==> src/rtl/input_control.sv <==
// input_control: fetches a lane-major operand tile from L2 BRAM into a local
// store, then streams it into the PE groups with a one-cycle-per-group skew.
module input_control #(
  parameter int          M                = 4,
  parameter int          ALPHA            = 2,
  parameter int          DATA_WIDTH       = 16,
  parameter int          N                = 4,
  parameter logic [31:0] L2_INPUT_ADDRESS = 32'h4000_0000
) (
  input  logic                          clk,
  input  logic                          rst_n,
  input  logic                          input_start,
  output logic [31:0]                   input_address,
  output logic                          input_L2_enable,
  output logic [3:0]                    input_L2_wenable,
  input  logic [31:0]                   input_data,
  input  logic                          engine_stall,
  output logic [ALPHA*DATA_WIDTH-1:0]   engine_data [0:M/ALPHA-1],
  output logic [M/ALPHA-1:0]            engine_valid,
  output logic                          busy,
  output logic                          stream_done
);

  localparam int MS    = M / ALPHA;
  localparam int LC    = MS * ALPHA;
  localparam int TOT   = LC * N;
  localparam int SC    = N + MS - 1;
  localparam int BYTES = DATA_WIDTH / 8;
  localparam int IW    = (TOT > 1) ? $clog2(TOT) : 1;
  localparam int TW    = (SC > 1) ? $clog2(SC) : 1;
  localparam int DW    = DATA_WIDTH;

  typedef enum logic [2:0] {
    S_IDLE,
    S_L2_LOAD,
    S_LOAD_WAIT,
    S_STREAM,
    S_DONE
  } state_t;

  state_t          r_state;
  logic [IW-1:0]   r_idx;
  logic [IW-1:0]   r_tag;
  logic            r_tag_v;
  logic [TW-1:0]   r_t;
  logic [DW-1:0]   r_store [0:TOT-1];

  logic [ALPHA*DW-1:0] w_data [0:MS-1];
  logic [MS-1:0]       w_valid;
  logic                w_unused;

  assign input_L2_wenable = 4'b0000;
  assign w_unused         = ^input_data;

  // Group p sees column t-p of its lanes while 0 <= t-p < N.
  always_comb begin
    for (int p = 0; p < MS; p++) begin
      w_data[p]  = '0;
      w_valid[p] = 1'b0;
      for (int k = 0; k < N; k++) begin
        if (r_t == TW'(p + k)) begin
          w_valid[p] = 1'b1;
          for (int a = 0; a < ALPHA; a++) begin
            w_data[p][a*DW +: DW] = r_store[(p*ALPHA + a)*N + k];
          end
        end
      end
    end
  end

  // Tag lags the address by one cycle to match the BRAM read latency.
  always_ff @(posedge clk) begin
    if (r_tag_v) begin
      r_store[r_tag] <= input_data[DW-1:0];
    end
  end

  always_ff @(posedge clk) begin
    if (!rst_n) begin
      r_state         <= S_IDLE;
      r_idx           <= '0;
      r_tag           <= '0;
      r_tag_v         <= 1'b0;
      r_t             <= '0;
      input_address   <= '0;
      input_L2_enable <= 1'b0;
      engine_valid    <= '0;
      busy            <= 1'b0;
      stream_done     <= 1'b0;
      for (int p = 0; p < MS; p++) begin
        engine_data[p] <= '0;
      end
    end else begin
      stream_done <= 1'b0;
      r_tag_v     <= (r_state == S_L2_LOAD);
      r_tag       <= r_idx;
      case (r_state)
        S_IDLE: begin
          if (input_start) begin
            r_state         <= S_L2_LOAD;
            r_idx           <= '0;
            input_address   <= L2_INPUT_ADDRESS;
            input_L2_enable <= 1'b1;
            busy            <= 1'b1;
          end
        end
        S_L2_LOAD: begin
          if (r_idx == IW'(TOT - 1)) begin
            input_L2_enable <= 1'b0;
            r_state         <= S_LOAD_WAIT;
          end else begin
            r_idx         <= r_idx + IW'(1);
            input_address <= input_address + 32'(BYTES);
          end
        end
        S_LOAD_WAIT: begin
          r_t     <= '0;
          r_state <= S_STREAM;
        end
        S_STREAM: begin
          if (!engine_stall) begin
            engine_valid <= w_valid;
            for (int p = 0; p < MS; p++) begin
              engine_data[p] <= w_data[p];
            end
            if (r_t == TW'(SC - 1)) begin
              r_state <= S_DONE;
            end else begin
              r_t <= r_t + TW'(1);
            end
          end
        end
        S_DONE: begin
          stream_done  <= 1'b1;
          busy         <= 1'b0;
          engine_valid <= '0;
          for (int p = 0; p < MS; p++) begin
            engine_data[p] <= '0;
          end
          r_state <= S_IDLE;
        end
        default: r_state <= S_IDLE;
      endcase
    end
  end

endmodule
==> config.mk <==
export PLATFORM = sky130hd
export DESIGN_NAME = input_control
export DESIGN_NICKNAME = d
export VERILOG_FILES = /design/src/rtl/input_control.sv
export SDC_FILE = /design/constraint.sdc
export NUM_CORES = 1
export LEC_CHECK = 0
export CAP_MARGIN = 10
export CORE_MARGIN = 3
export CORE_UTILIZATION = 31
export CTS_CLUSTER_SIZE = 25
export DETAILED_ROUTE_END_ITERATION = 8
export GPL_ROUTABILITY_DRIVEN = 0
export HOLD_SLACK_MARGIN = 0.15
export SYNTH_ARGS = -nofsm -noshare
export SYNTH_HDL_FRONTEND = slang
export SYNTH_SLANG_ARGS = --single-unit
==> constraint.sdc <==
create_clock -name clk -period 2.5 [get_ports clk]
set_clock_uncertainty 0.1 [all_clocks]
set_input_delay 0.375 -clock clk [delete_from_list [all_inputs] [get_ports clk]]
set_output_delay 0.375 -clock clk [all_outputs]
set_load 0.005 [all_outputs]
==> impl_results.md <==
* Status: finished clean
* Initial antenna violation count at 0
* Maximum clock rate at 458 MHz
* Most common cell after layout, fill and taps aside: edfxtp_1
* Min-Delay Path Depth at 1
* Total stage count of the critical path at 6
* Worst Path Max Fanout at 31
* Commonest non-fill, non-tap cells in the layout: edfxtp_1, clkdlybuf4s50_1, dfxtp_1
* CTS root buf: clkbuf_16
* Slew HR at 50.7%
* Worst hold slack at 369 ps
* Worst Hold Class: flop to flop
* Asr flop ratio synth at 0%
* Post-CTS Setup Bufs at 0
* Crit start category: flop
* Hpwl dp at 20500 um
* Hold Fails Final Rpt at 0
* R2r setup slk at 320 ps
* CP max stage cell: or2_2
* CP max stage delay at about 560 ps
* Xor and xnor area share after synthesis at 0.122%
* Ant. Diodes at 0
* R2R Path End: engine_data[4]
* Critical path endpoint: engine_data[4]
* Vias/cell at between 5 and 6
* CP endpoint kind: flop
* Cells after Synth at between 1000 and 1500
* Clk sink count at 371
* Fin Setup TNS at 0 ps
* First-pass GRT wire length at approximately 53000 um
* CTS tree: yes
* Fill cells at 4336
* Syn. warnings at 0
* Critical Path AT at approximately 2500 ps
* PwrDens at 716 mW/mm2
* Buf/Inv on CP at 1
* CTS max path bufs at 3
* Crit path time final at approximately 2200 ps
* Avg WL per Cell at 19.4 um
* Boundary pin count at 141
* Global route overflow at 0
* Most used cell, CP: a21oi_1
* Layout cell share with drive strength beyond 1 at under 10%
* GRT Resource Usage Total at roughly 14%
* Core Region at ~0.045 mm2
* CTS Hold Buffers Added at 0
* Peak supply drop at 0.439 mV
* Rows at between 70 and 80
* CTS buffer count at 39
* Register-to-Register Path Depth at 6
* IO buf count at 119
* Main combinational cell family by area after synthesis: compound AO/OA/AOI/OAI gates
* Vias in the first global route at 8889
* Via count at 9313
* Crit Path Category: flop to flop
* Nets@finish at 1232
* Post-synth EDFFs at 256
* LEAKAGE at 5.56 nW
* Worst hold start: engine_data[53]
* Final WS setup at 316 ps
* Register Area at 0.00999 mm2
* Crit path from: r_t[2]
* CTS H-tree lvls at 2
* 1st-pass router iterations at 4
* RSZ-0062 raised after global routing: false
* Sequential share of the synthesized area at 69.7%
* Mapped Avg Cell Area at 13.5 um2
* Synth Area in Compound Gates at 12.1%
* Post-Route WL at 35200 um
* Die X at roughly 220 um
* Final setup violating endpoints at 0
* Final core utilization at 38.7%
* Worst path top cell family by delay: simple AND/OR/NAND/NOR gates
* Adder-Cell Fraction of Synth Area at 0.699%
* Largest net degree at the start of global routing at 67
* Primary FF master, synth: edfxtp_1
* Skew-Pair Late Insertion Delay at 550 ps
* Yosys reg bits at 371
* Final period util at 87.3%
* Clock transition at path regs at 60 ps
* Area growth, synth to finish at 22.9%
* Crit-path cells: inv_1, ha_2, or2_2, a21oi_1, o21ai_0, a21oi_1
* Max-slew violations at 0
* Initial Util at around a third
* Drt initial violations at between 900 and 1000
* Area share of and/or/nand/nor cells after synthesis at 11.4%
* Chip height at around 220 um
* Die ar. at slightly below 0.05 mm2
* Synth Cell Area at 0.0143 mm2
* Synth cell types at 54
* Worst-Margin Slew at roughly 740 ps
* # Max-Cap Violations at 0
* DRC Markers at 0
* Placement Setup Slack at 119 ps
* Final ANT Viol Nets at 0
* CP Data Required Time at 2860 ps
* R2r startpoint: r_t[2]
* Footprint of the multi-input gates at 0.00398 mm2
* CTS-repair resized insts at 0
* Mux cell area share after synthesis at slightly above 3%
## power breakdown
part           leakage, nW  total (W)  internal (W)  switching [W]
Sequential            3.23    0.00660       0.00658      0.0000208
Clock                0.619    0.00571       0.00335        0.00236
Combinational         1.71   0.000298      0.000100       0.000198
Total                 5.56     0.0126        0.0100        0.00258
## per-stage QoR
step           power (W)  cells  instance area [um2]
2_1_floorplan    0.00685   1064                14300
3_3_place_gp     0.00702   1747                16400
3_5_place_dp     0.00703   1747                16400
4_1_cts           0.0127   1818                17600
5_1_grt           0.0130   1818                17600
6_report          0.0126   1818                17600
## flip-flops by register name, indices dropped and copies added (netlist names)
register and flops:
busy 1, r_tag 4, engine_valid 2, r_t 3, r_idx 4, input_address 31
stream_done 1, r_tag_v 1, r_store 256, input_L2_enable 1, r_state 3, engine_data 64
## logic make-up (layout without fill, tap and decap cells)
logic type / Yosys count / after routing
flops: 371 / 371
simple gates: 292 / 292
compound gates: 248 / 248
buf+inv: 94 / 248
mux: 44 / 44
fa+ha+maj: 8 / 8
xor+xnor: 2 / 2
other cells: 1 / 5
## cell type report
cell class	instances	area share [%]
flip-flops and latches	371	56.7
repair buffers	167	9.09
inverters	10	0.213
clock inverters	15	1.02
clock buffers	56	6.13
multi-input cells	599	22.6
well taps	600	4.26
## metal layers
layer	vias up	GRT usage [%]	share of wire (%)
li1	4314	-	-
met1	4703	19.0	46
met2	258	22.3	47
met3	38	2.75	5.0
met4	0	3.51	1.6
met5	-	0	0
## worst min path at each step
stage	endpoint	slack [ps]
detailed placement	engine_data[57]	360
global placement	engine_valid[1]	340
global route	engine_data[57]	390
floorplan	engine_valid[1]	350
finish	engine_data[53]	370
CTS	engine_data[53]	370
## synthesized netlist by cell type (4+ instances only)
cell	instances	area share, %
a21oi_1	82	2.9
a221o_1	32	2.2
a22oi_1	34	1.8
a32o_1	32	2.2
and2_1	41	1.8
and4_1	9	0.55
buf_2	19	0.66
buf_4	6	0.31
clkbuf_1	54	1.4
dfxtp_1	115	16
edfxtp_1	256	54
ha_1	8	0.70
inv_1	9	0.24
mux2i_1	43	3.0
nand2_1	89	2.3
nand2b_1	5	0.22
nand3_1	15	0.52
nand3b_1	34	1.8
nand4_1	13	0.57
nor2_1	29	0.76
nor2b_1	4	0.17
nor3_1	8	0.28
o21ai_0	39	1.4
o311ai_0	4	0.24
o31ai_1	10	0.52
or3_1	19	0.83
or4_1	9	0.47
(Power assumes the default switching activity.)
